$ cat src/rtl/aq_axi_ls_local_master.sv
// AXI4-Lite slave to AQ_LOCAL initiator bridge: one access in flight, write/read alternate on contention.
// Optional ACK watchdog enabled by defining AQ_LOCAL_TIMEOUT_EN (aborts with SLVERR after TIMEOUT cycles).
module aq_axi_ls_local_master #(
  parameter int TIMEOUT = 255
) (
  input  logic        AQ_LOCAL_CLK,
  input  logic        RST_N,
  input  logic [31:0] S_AXI_AWADDR,
  input  logic        S_AXI_AWVALID,
  output logic        S_AXI_AWREADY,
  input  logic [31:0] S_AXI_WDATA,
  input  logic [3:0]  S_AXI_WSTRB,
  input  logic        S_AXI_WVALID,
  output logic        S_AXI_WREADY,
  output logic [1:0]  S_AXI_BRESP,
  output logic        S_AXI_BVALID,
  input  logic        S_AXI_BREADY,
  input  logic [31:0] S_AXI_ARADDR,
  input  logic        S_AXI_ARVALID,
  output logic        S_AXI_ARREADY,
  output logic [31:0] S_AXI_RDATA,
  output logic [1:0]  S_AXI_RRESP,
  output logic        S_AXI_RVALID,
  input  logic        S_AXI_RREADY,
  output logic        AQ_LOCAL_CS,
  output logic        AQ_LOCAL_RNW,
  input  logic        AQ_LOCAL_ACK,
  output logic [31:0] AQ_LOCAL_ADDR,
  output logic [3:0]  AQ_LOCAL_BE,
  output logic [31:0] AQ_LOCAL_WDATA,
  input  logic [31:0] AQ_LOCAL_RDATA
);

  localparam logic [1:0] RESP_OKAY   = 2'b00;
  localparam logic [1:0] RESP_SLVERR = 2'b10;

  typedef enum logic [2:0] {IDLE, WR_ACC, WR_RESP, RD_ACC, RD_RESP} state_t;

  state_t      state_reg, state_next;
  logic [31:0] addr_reg, wdata_reg, rdata_reg;
  logic [3:0]  be_reg;
  logic [1:0]  resp_reg;
  logic        last_wr_reg;
  logic        wr_req, rd_req, grant_wr, grant_rd, in_acc, expire;

  assign wr_req = S_AXI_AWVALID & S_AXI_WVALID;
  assign rd_req = S_AXI_ARVALID;
  // On contention the type not granted last wins; last_wr_reg resets to 0 so writes go first.
  assign grant_wr = RST_N & (state_reg == IDLE) & wr_req & (~rd_req | ~last_wr_reg);
  assign grant_rd = RST_N & (state_reg == IDLE) & rd_req & (~wr_req | last_wr_reg);
  assign in_acc   = (state_reg == WR_ACC) | (state_reg == RD_ACC);

`ifdef AQ_LOCAL_TIMEOUT_EN
  localparam logic [7:0] TIMEOUT_LAST = 8'(TIMEOUT - 1);
  logic [7:0] tmo_cnt_reg;

  // ACK in the expiry cycle takes precedence, so expire requires ~ACK.
  assign expire = in_acc & ~AQ_LOCAL_ACK & (tmo_cnt_reg == TIMEOUT_LAST);

  always_ff @(posedge AQ_LOCAL_CLK) begin
    if (!RST_N) begin
      tmo_cnt_reg <= 8'd0;
    end else if (grant_wr | grant_rd) begin
      tmo_cnt_reg <= 8'd0;
    end else if (in_acc & ~AQ_LOCAL_ACK) begin
      tmo_cnt_reg <= tmo_cnt_reg + 8'd1;
    end
  end
`else
  logic unused_timeout;
  assign unused_timeout = ^TIMEOUT;
  assign expire = 1'b0;
`endif

  always_comb begin
    state_next = state_reg;
    case (state_reg)
      IDLE: begin
        if (grant_wr)      state_next = WR_ACC;
        else if (grant_rd) state_next = RD_ACC;
      end
      WR_ACC:  if (AQ_LOCAL_ACK | expire) state_next = WR_RESP;
      WR_RESP: if (S_AXI_BREADY)          state_next = IDLE;
      RD_ACC:  if (AQ_LOCAL_ACK | expire) state_next = RD_RESP;
      RD_RESP: if (S_AXI_RREADY)          state_next = IDLE;
      default: state_next = IDLE;
    endcase
  end

  always_ff @(posedge AQ_LOCAL_CLK) begin
    if (!RST_N) begin
      state_reg   <= IDLE;
      addr_reg    <= 32'd0;
      wdata_reg   <= 32'd0;
      rdata_reg   <= 32'd0;
      be_reg      <= 4'd0;
      resp_reg    <= RESP_OKAY;
      last_wr_reg <= 1'b0;
    end else begin
      state_reg <= state_next;
      if (grant_wr) begin
        addr_reg    <= S_AXI_AWADDR;
        wdata_reg   <= S_AXI_WDATA;
        be_reg      <= S_AXI_WSTRB;
        last_wr_reg <= 1'b1;
      end else if (grant_rd) begin
        addr_reg    <= S_AXI_ARADDR;
        be_reg      <= 4'hF;
        last_wr_reg <= 1'b0;
      end
      if (in_acc & AQ_LOCAL_ACK) begin
        resp_reg <= RESP_OKAY;
        if (state_reg == RD_ACC) rdata_reg <= AQ_LOCAL_RDATA;
      end else if (expire) begin
        resp_reg <= RESP_SLVERR;
        if (state_reg == RD_ACC) rdata_reg <= 32'd0;
      end
    end
  end

  assign S_AXI_AWREADY  = grant_wr;
  assign S_AXI_WREADY   = grant_wr;
  assign S_AXI_ARREADY  = grant_rd;
  assign S_AXI_BVALID   = (state_reg == WR_RESP);
  assign S_AXI_BRESP    = resp_reg;
  assign S_AXI_RVALID   = (state_reg == RD_RESP);
  assign S_AXI_RRESP    = resp_reg;
  assign S_AXI_RDATA    = rdata_reg;
  assign AQ_LOCAL_CS    = in_acc;
  assign AQ_LOCAL_RNW   = (state_reg == RD_ACC);
  assign AQ_LOCAL_ADDR  = addr_reg;
  assign AQ_LOCAL_BE    = be_reg;
  assign AQ_LOCAL_WDATA = wdata_reg;

endmodule

$ cat config.mk
export PLATFORM = sky130hd
export DESIGN_NAME = aq_axi_ls_local_master
export DESIGN_NICKNAME = d
export VERILOG_FILES = /design/src/rtl/aq_axi_ls_local_master.sv
export SDC_FILE = /design/constraint.sdc
export NUM_CORES = 1
export LEC_CHECK = 0
export ABC_AREA = 0
export BUFFER_PORTS_ARGS = -buffer_cell sky130_fd_sc_hd__buf_2
export CORE_ASPECT_RATIO = 1.75
export CORE_MARGIN = 5
export CORE_UTILIZATION = 47
export DETAILED_ROUTE_END_ITERATION = 12
export GPL_TIMING_DRIVEN = 0
export MAX_ROUTING_LAYER = met4
export PLACE_DENSITY = 0.92
export SKIP_LAST_GASP = 1
export SLEW_MARGIN = 20
export SYNTH_ARGS = -nofsm -noshare
export SYNTH_HDL_FRONTEND = slang
export SYNTH_SLANG_ARGS = --single-unit
$ cat constraint.sdc
create_clock -name AQ_LOCAL_CLK -period 5.1 [get_ports AQ_LOCAL_CLK]
set_input_delay 1.02 -clock AQ_LOCAL_CLK [delete_from_list [all_inputs] [get_ports AQ_LOCAL_CLK]]
set_output_delay 1.02 -clock AQ_LOCAL_CLK [all_outputs]
set_load 0.1 [all_outputs]
==> results of run 1 <==
==> worst max-delay path: stages <==
cell and delay (ns):
buf_2 0.13, nor4b_4 0.32, nand3_1 0.29, inv_1 0.24, buf_2 0.24, buf_4 0.13
buf_2 0.41
==> path summary, 6_finish.rpt <==
path	startpoint	end	slack, ns	cells after the start
worst max register to register	state_reg[1]	AQ_LOCAL_WDATA[6]	3.22	6
worst max-delay path	RST_N	S_AXI_WREADY	1.28	7
worst min register to register	S_AXI_RDATA[6]	S_AXI_RDATA[6]	0.45	2
worst min-delay path	S_AXI_RDATA[6]	S_AXI_RDATA[6]	0.45	2
==> through the flow <==
step	power, uW	std cells	cell area, um2	util, %	setup slack, ns
5_1_grt	2370	911	5950	66.3	1.12
3_3_place_gp	1640	894	5670	63.2	1.22
3_5_place_dp	1650	894	5670	63.2	1.23
6_report	2300	913	5960	66.4	1.28
2_1_floorplan	1480	528	4290	-	1.26
4_1_cts	2300	910	5950	66.3	1.22
==> final cells by class <==
cell class,count,share of cell area (%)
sequential,104,34.9
multi-input combinational,358,32.1
timing repair buffer,246,20.7
buffer,63,4.79
clock buffer,9,3.78
tap,120,2.52
clock inverter,7,0.945
inverter,3,0.189
antenna,3,0.126
==> cell families (layout without fill, tap and decap cells) <==
logic type | count (synthesis) | in the layout | share of synthesized area (%)
AND/OR/NAND/NOR | 177 | 177 | 19.7
AO/OA/AOI/OAI | 176 | 176 | 24.4
flip-flops | 104 | 104 | 48.7
buffers and inverters | 66 | 328 | 6.93
other | 1 | 7 | 0.0877
multiplexers | 1 | 1 | 0.263
==> per-layer routing <==
layer	up-vias	track usage [%]
met4	0	10.6
met5	-	-
met3	38	5.77
met2	284	46.1
met1	2246	29.4
li1	2401	-
==> cells in the mapped netlist <==
| cell type | instances |
|---|---|
| a211o_1 | 1 |
| a211oi_1 | 1 |
| a21o_1 | 1 |
| a21oi_1 | 69 |
| a311oi_1 | 32 |
| and2_1 | 4 |
| and4b_1 | 1 |
| buf_2 | 13 |
| buf_4 | 6 |
| buf_6 | 1 |
| clkbuf_1 | 41 |
| clkbuf_2 | 2 |
| conb_1 | 1 |
| dfxtp_1 | 104 |
| inv_1 | 3 |
| mux2_2 | 1 |
| nand2_1 | 99 |
| nand2b_1 | 2 |
| nand3_1 | 33 |
| nand4_1 | 32 |
| nand4b_1 | 1 |
| nor2_1 | 1 |
| nor2b_1 | 1 |
| nor3b_1 | 2 |
| nor4b_4 | 1 |
| o211a_1 | 1 |
| o211ai_1 | 1 |
| o21ai_0 | 65 |
| o21ai_1 | 1 |
| o221a_2 | 4 |
==> where the power goes <==
group,total [uW],internal [uW],switching [uW]
clock,664,337,327
sequential,894,866,28.6
combinational,740,148,592
==> results.cfg, run 1 <==
[outcome]
status = finished, final reports clean

[logic_synthesis]
ys_warn_count = 0
synth.area.top_cells = dfxtp_1 (49%), nand2_1 (8.7%), a21oi_1 (8.1%), o21ai_0 (7.6%), a311oi_1 (6.6%)
ys_seq_elements = 104
syn_area_um2 = 4280
syn_area_per_cell_um2 = 8.15
yosys.area.top_type_share_pct = 48.7
synth_area_leader_cell = dfxtp_1
ys_seq_area_share_pct = 48.7
syn_inst = 525
ys_types = 30

[detailed_routing]
vias = 4969
drtIter0Drc = 321
drc = 0
postRouteAntennaNets = 0
wire_per_inst_um = 16.6
drtPass1Iterations = 6
dr_wl_met3_mm = 1.39
wl_mm = 15.2
drt-met1-wl_mm = 5.51
vias_per_cell = 5.44
top_layer = met4
wl_met2_mm = 7.86

[floorplan]
chipHeight_um = 136
die_width_um = 82.1
core_um2 = 8980
die_area_um2 = 11200
initial_utilization_pct = 47.6
rows = 46
io-pin-count = 251

[clock_tree]
cts_buffers = 9
cts_buffer_depth = 2
clock_sinks = 104
ctsHoldBuffers = 0
cts_tree = done
post-cts-setup-buffer-count = 0
cts-resized-gates = 0
clock-root-buffer = clkbuf_16
path_clk_slew_ns = 0.07
insertion_delay_ns = 0.35
htree_levels = 3

[global_routing]
grt_pass1_wl_mm = 22.9
globalRoute.totalOverflow = 0
antenna_found_initial = 1
grt_util_all_layers_pct = 26.8
grt_pass1_vias = 4769
grt_max_degree = 19

[sta]
final_hold_viol_count = 0
tns_ns = 0
slew_violations = 0
rsz0062_at_grt = no
relSlewSlack_pct = 63.0
skew_ns = 0.00480
period_share_pct = 74.9
hold-worst-slack_ns = 0.453
fmax_mhz = 262
worstMarginPinSlew_ns = 0.556
finalSetupViolations = 0
fin_crit_ns = 3.82

[critical_path]
start_kind = input port
cp_max_fo = 11
required_ns = 4.08
critPathKind = input port to primary output
arrival_ns = 2.80
critPathCaptureType = primary output

[run]
maxCapViolCount = 0

[layout]
fillCellCount = 789
seq_area_um2 = 2080
multiInputGateArea_um2 = 1910
final_cell_mix = buf_2 (259), dfxtp_1 (104), nand2_1 (99), a21oi_1 (69), o21ai_0 (65)
drive_gt1_share_pct = 36.7
area_growth_pct = 39.3
layout_commonest_cell = buf_2
final_nets = 925

[power]
power_density_nw_per_um2 = 386
ir_drop_v = 0.000210
power.leakage_uw = 0.00268

[placement]
gp_congestion = 0.932
place_hpwl_mm = 11.7
io_buffers = 246

[hold_path]
hp-class = flip-flop to flip-flop
(Power assumes the default switching activity.)
==> run 2: changes to the inputs <==
--- a/config.mk
+++ b/config.mk
@@ -9,11 +9,11 @@
 export BUFFER_PORTS_ARGS = -buffer_cell sky130_fd_sc_hd__buf_2
 export CORE_ASPECT_RATIO = 1.75
 export CORE_MARGIN = 5
-export CORE_UTILIZATION = 47
+export CORE_UTILIZATION = 39
 export DETAILED_ROUTE_END_ITERATION = 12
 export GPL_TIMING_DRIVEN = 0
 export MAX_ROUTING_LAYER = met4
-export PLACE_DENSITY = 0.92
+export PLACE_DENSITY = 0.83
 export SKIP_LAST_GASP = 1
 export SLEW_MARGIN = 20
 export SYNTH_ARGS = -nofsm -noshare
==> constraint.sdc (replaced) <==
create_clock -name AQ_LOCAL_CLK -period 3.25 [get_ports AQ_LOCAL_CLK]
set_input_delay 0.65 -clock AQ_LOCAL_CLK [delete_from_list [all_inputs] [get_ports AQ_LOCAL_CLK]]
set_output_delay 0.65 -clock AQ_LOCAL_CLK [all_outputs]
set_load 0.1 [all_outputs]
==> results.cfg, run 2 (synthesized netlist as in run 1, its figures left out) <==
[critical_path]
cp_max_fo = 11
cp_slowest_stage_delay_ns = 0.51
slowest_stage = nor4b_4
start_kind = flip-flop
required_ns = 2.60
critPathCaptureType = primary output
arrival_ns = 2.41
critPathKind = flip-flop to primary output
path_cells = buf_2 > nor4b_4 > nand3_2 > inv_2 > buf_2 > buf_4 > buf_4

[floorplan]
die_width_um = 89.2
core_um2 = 10700
rows = 50
io-pin-count = 251
chipHeight_um = 149
initial_utilization_pct = 40.0
die_area_um2 = 13200

[sta]
relSlewSlack_pct = 61.0
final_hold_viol_count = 0
period_share_pct = 94.0
rsz0062_at_grt = no
fmax_mhz = 327
slew_violations = 0
finalSetupViolations = 0
fin_crit_ns = 3.06
skew_ns = 0.0121
tns_ns = 0
worstMarginPinSlew_ns = 0.586

[clock_tree]
cts_tree = done
clock-root-buffer = clkbuf_16
clock_sinks = 104
htree_levels = 3
path_clk_slew_ns = 0.06
post-cts-setup-buffer-count = 0
cts_buffer_depth = 2
cts_buffers = 9
insertion_delay_ns = 0.34

[outcome]
status = finished, final reports clean

[power]
power.leakage_uw = 0.00269
p_switching_uw = 1470
seqPwrFrac_pct = 38.1
intPower_uw = 2210
power_density_nw_per_um2 = 612
p_sw_share_pct = 39.8
power_uw = 3680
ir_drop_v = 0.000329
clkPwrFrac_pct = 30.2
p_comb_share_pct = 31.7

[detailed_routing]
drc = 0
wl_mm = 15.4
vias_per_cell = 5.34
drtPass1Iterations = 5
drtIter0Drc = 231
wire_per_inst_um = 16.7
postRouteAntennaNets = 0
vias = 4913

[layout]
fin_area_um2 = 6010
area_growth_pct = 40.5
final_nets = 925
layout_commonest_cell = buf_2
final_util_pct = 56.2
final_cell_mix = buf_2 (257), dfxtp_1 (104), nand2_1 (99), a21oi_1 (69), o21ai_0 (65)
fillCellCount = 1032
fin_cells = 920
drive_gt1_share_pct = 37.3

[placement]
gp_congestion = 0.818
place_hpwl_mm = 11.8
io_buffers = 246
postPlaceCellArea_um2 = 5700
dpl.cell_count = 904

[global_routing]
grt_pass1_vias = 4718
globalRoute.totalOverflow = 0
grt_pass1_wl_mm = 23.1
grt_util_all_layers_pct = 22.6
grt_max_degree = 18
antenna_found_initial = 0

[run]
maxCapViolCount = 0

[hold_path]
hp-class = flip-flop to flip-flop
==> run 2: changes by cell type in the layout (fill, tap and decap cells not counted), moves of 2 or more <==
cell      delta
diode_2      -2
buf_2        -2
buf_4        +2
nor3b_2      +2
clkinv_4     -2
nor3b_1      -2
==> run 2: metrics by stage <==
step / hold WS [ns] / worst slack (ns)
final: 0.451 / 0.194
after floorplan: 0.470 / 0.339
after CTS: 0.453 / 0.00532
after detailed placement: 0.444 / -0.0354
after global placement: 0.433 / -0.0317
after global routing: 0.466 / 0.0768
==> run 2: path summary, 6_finish.rpt <==
kind | from | slack [ns] | end | depth (start not counted)
setup / recovery | state_reg[1] | 0.19 | S_AXI_WREADY | 7
hold / removal | AQ_LOCAL_WDATA[3] | 0.45 | AQ_LOCAL_WDATA[3] | 2
setup reg to reg | last_wr_reg | 1.30 | AQ_LOCAL_ADDR[25] | 5
hold reg to reg | AQ_LOCAL_WDATA[3] | 0.45 | AQ_LOCAL_WDATA[3] | 2
==> run 2: what timing repair did <==
action	CTS	global route
hold endpoints to repair	0	0
endpoints found under the setup margin	2	2
hold buffers	0	0
gates resized for setup	2	2
==> run 2: area by class of cell <==
class | count | area (um2) | share of cell area [%]
clock inverter | 5 | 63.8 | 1.06
inverter | 3 | 11.3 | 0.187
buffer | 63 | 285 | 4.75
antenna | 1 | 2.50 | 0.0416
tap | 130 | 163 | 2.71
clock buffer | 10 | 239 | 3.98
multi-input combinational | 358 | 1930 | 32.1
timing repair buffer | 246 | 1240 | 20.6
sequential | 104 | 2080 | 34.6
==> run 2: critical path, delay by kind of cell, from the launching register on <==
family | cells | cell delay (ns)
buf+inv | 5 | 1.01
flops | 1 | 0.29
simple gates | 2 | 0.75
==> run 2: power by group through the flow <==
stage	logic [uW]	clock network (uW)	registers, uW
after CTS	1170	1130	1400
after global routing	1220	1180	1410
final	1170	1110	1400
after detailed placement	1160	0	1430
after floorplan	329	0	2000
after global placement	1160	0	1430
==> run 2: metal layers <==
metal	vias up	GRT usage [%]	wire length, um	share of wire, %
li1	2399	-	-	-
met1	2208	25.3	5760	38
met2	259	37.4	7810	51
met3	47	4.93	1270	8.2
met4	0	10.5	520	3.4
met5	-	-	0	0
==> run 3: changes to the inputs <==
--- a/config.mk
+++ b/config.mk
@@ -5,15 +5,15 @@
 export SDC_FILE = /design/constraint.sdc
 export NUM_CORES = 1
 export LEC_CHECK = 0
-export ABC_AREA = 0
+export ABC_AREA = 1
 export BUFFER_PORTS_ARGS = -buffer_cell sky130_fd_sc_hd__buf_2
 export CORE_ASPECT_RATIO = 1.75
 export CORE_MARGIN = 5
-export CORE_UTILIZATION = 39
+export CORE_UTILIZATION = 40
 export DETAILED_ROUTE_END_ITERATION = 12
 export GPL_TIMING_DRIVEN = 0
 export MAX_ROUTING_LAYER = met4
-export PLACE_DENSITY = 0.83
+export PLACE_DENSITY = 0.84
 export SKIP_LAST_GASP = 1
 export SLEW_MARGIN = 20
 export SYNTH_ARGS = -nofsm -noshare
==> results.cfg, run 3 <==
[outcome]
status = finished, final reports clean

[logic_synthesis]
synth_fa_ha_area_share_pct = 0
synth_top_family_by_area = simple AND/OR/NAND/NOR gates
synth.top_cells.by_count = nand2_1 (203), dfxtp_1 (104), nand3_1 (98)
yosys.area.top_type_share_pct = 46.9
synth_area_leader_cell = dfxtp_1
ys_types = 22
ys_seq_area_share_pct = 46.9
syn_area_per_cell_um2 = 7.09
ys_warn_count = 0
syn_inst = 626
syn_area_um2 = 4440
yosysMostFrequentCell = nand2_1
synth-xor-area-share_pct = 0
ys_seq_elements = 104
synth.area.top_cells = dfxtp_1 (47%), nand2_1 (17%), nand3_1 (11%), a21oi_1 (7.4%), inv_1 (6.0%)
synth.mux.area_fraction_pct = 0
synth_ff_type = dfxtp_1
synth-compound-area-share_pct = 8.48
synth-simple-area-share_pct = 31.5
ys_async_sr_fraction_pct = 0
synth_edf_count = 0

[power]
p_sw_share_pct = 45.6
power_uw = 4140
ir_drop_v = 0.000322
seqPwrFrac_pct = 35.2
p_comb_share_pct = 39.8
clkPwrFrac_pct = 25.0
intPower_uw = 2250
power_density_nw_per_um2 = 675
p_switching_uw = 1890
power.leakage_uw = 0.00336

[clock_tree]
path_clk_slew_ns = 0.06
cts-resized-gates = 0
htree_levels = 3
insertion_delay_ns = 0.34
cts_buffers = 9
cts_buffer_depth = 2
clock_sinks = 104
post-cts-setup-buffer-count = 0
cts_tree = done
ctsHoldBuffers = 0
clock-root-buffer = clkbuf_16

[critical_path]
start_kind = input port
critPathCaptureType = primary output
rr_startpoint = state_reg[0]
reg2reg_slack_ns = 1.66
cp_max_fo = 11
critPathKind = input port to primary output
worst_r2r_endpoint = AQ_LOCAL_ADDR[1]
required_ns = 2.60
reg2regPathDepth = 8
critPathLaunch = S_AXI_ARVALID
arrival_ns = 2.11

[sta]
finalSetupViolations = 0
tns_ns = 0
fin_crit_ns = 2.76
period_share_pct = 84.8
relSlewSlack_pct = 62.4
rsz0062_at_grt = no
setup_slack_ns = 0.493
slew_violations = 0
worstMarginPinSlew_ns = 0.564
final_hold_viol_count = 0
skew_ns = 0.0113
fmax_mhz = 363

[floorplan]
io-pin-count = 251
die_area_um2 = 13400
chipHeight_um = 149
rows = 51
initial_utilization_pct = 40.4
core_um2 = 11000
die_width_um = 89.6

[layout]
antennaDiodeCount = 0
drive_gt1_share_pct = 33.7
final_util_pct = 55.9
fin_area_um2 = 6140
layout_commonest_cell = buf_2
final_nets = 1025
fillCellCount = 1119
final_cell_mix = buf_2 (254), nand2_1 (203), dfxtp_1 (104), nand3_1 (98), inv_1 (71)
area_growth_pct = 38.2

[global_routing]
grt_max_degree = 20
grt_pass1_wl_mm = 21.2
antenna_found_initial = 0
grt_pass1_vias = 4596
grt_util_all_layers_pct = 20.7
globalRoute.totalOverflow = 0

[detailed_routing]
drtPass1Iterations = 4
postRouteAntennaNets = 0
vias = 4731
wl_mm = 13.9
drtIter0Drc = 108
drc = 0
vias_per_cell = 4.63
wire_per_inst_um = 13.6

[hold_path]
whs_path_depth = 2
hp-class = flip-flop to flip-flop
hp-start = S_AXI_RDATA[9]
hold_end = S_AXI_RDATA[9]

[placement]
gp_congestion = 0.866
postPlaceCellArea_um2 = 5850
io_buffers = 245
pre_cts_ws_ns = 0.477
place_hpwl_mm = 11.2

[run]
maxCapViolCount = 0
## run 3: worst max-delay path, cell delays in order
cell	delay (ns)
buf_2	0.13
nand2_1	0.08
inv_2	0.04
nor2_4	0.16
nand2_4	0.11
inv_2	0.08
buf_6	0.14
buf_4	0.18
buf_4	0.11
buf_2	0.41
## run 3: cell type report
| type | instances | area [um2] | share of cell area, % |
|---|---|---|---|
| Tap cell | 132 | 165 | 2.69 |
| Timing Repair Buffer | 245 | 1230 | 20.0 |
| Sequential cell | 104 | 2080 | 33.9 |
| Buffer | 46 | 285 | 4.65 |
| Inverter | 77 | 294 | 4.79 |
| Clock buffer | 9 | 225 | 3.67 |
| Clock inverter | 7 | 65.1 | 1.06 |
| Multi-Input combinational cell | 402 | 1790 | 29.2 |
## run 3: logic make-up (layout without fill, tap and decap cells)
| group | count (synthesis) | in the layout |
|---|---|---|
| buffers and inverters | 123 | 384 |
| flip-flops | 104 | 104 |
| other | 1 | 4 |
| AO/OA/AOI/OAI | 73 | 73 |
| AND/OR/NAND/NOR | 325 | 325 |
## run 3: through the flow
stage,hold WS (ns),instances
2_1_floorplan,0.439,629
3_3_place_gp,0.443,1006
3_5_place_dp,0.448,1006
4_1_cts,0.459,1022
5_1_grt,0.479,1022
6_report,0.456,1022
## run 3: power by group through the flow
stage / Combinational, uW / Clock (uW) / Sequential (uW)
floorplan: 542 / 0 / 2270
global placement: 1650 / 0 / 1480
detailed placement: 1660 / 0 / 1490
CTS: 1660 / 1060 / 1460
global route: 1740 / 1110 / 1470
finish: 1650 / 1040 / 1460
## run 3: worst max-delay path by stage
stage,to,slack (ns),depth (start not counted)
after global routing,S_AXI_WREADY,0.36,10
after CTS,S_AXI_WREADY,0.47,10
after floorplan,S_AXI_BVALID,0.06,2
final,S_AXI_WREADY,0.49,10
after detailed placement,S_AXI_WREADY,0.48,10
after global placement,S_AXI_WREADY,0.49,10
## run 3: layer usage
layer  up-vias  share of wire (%)  track usage, %
met2       173                 54            36.6
met1      2063                 37            22.1
met5         -                  0               -
met3        33                6.5            3.43
li1       2462                  -               -
met4         0                3.0            8.42
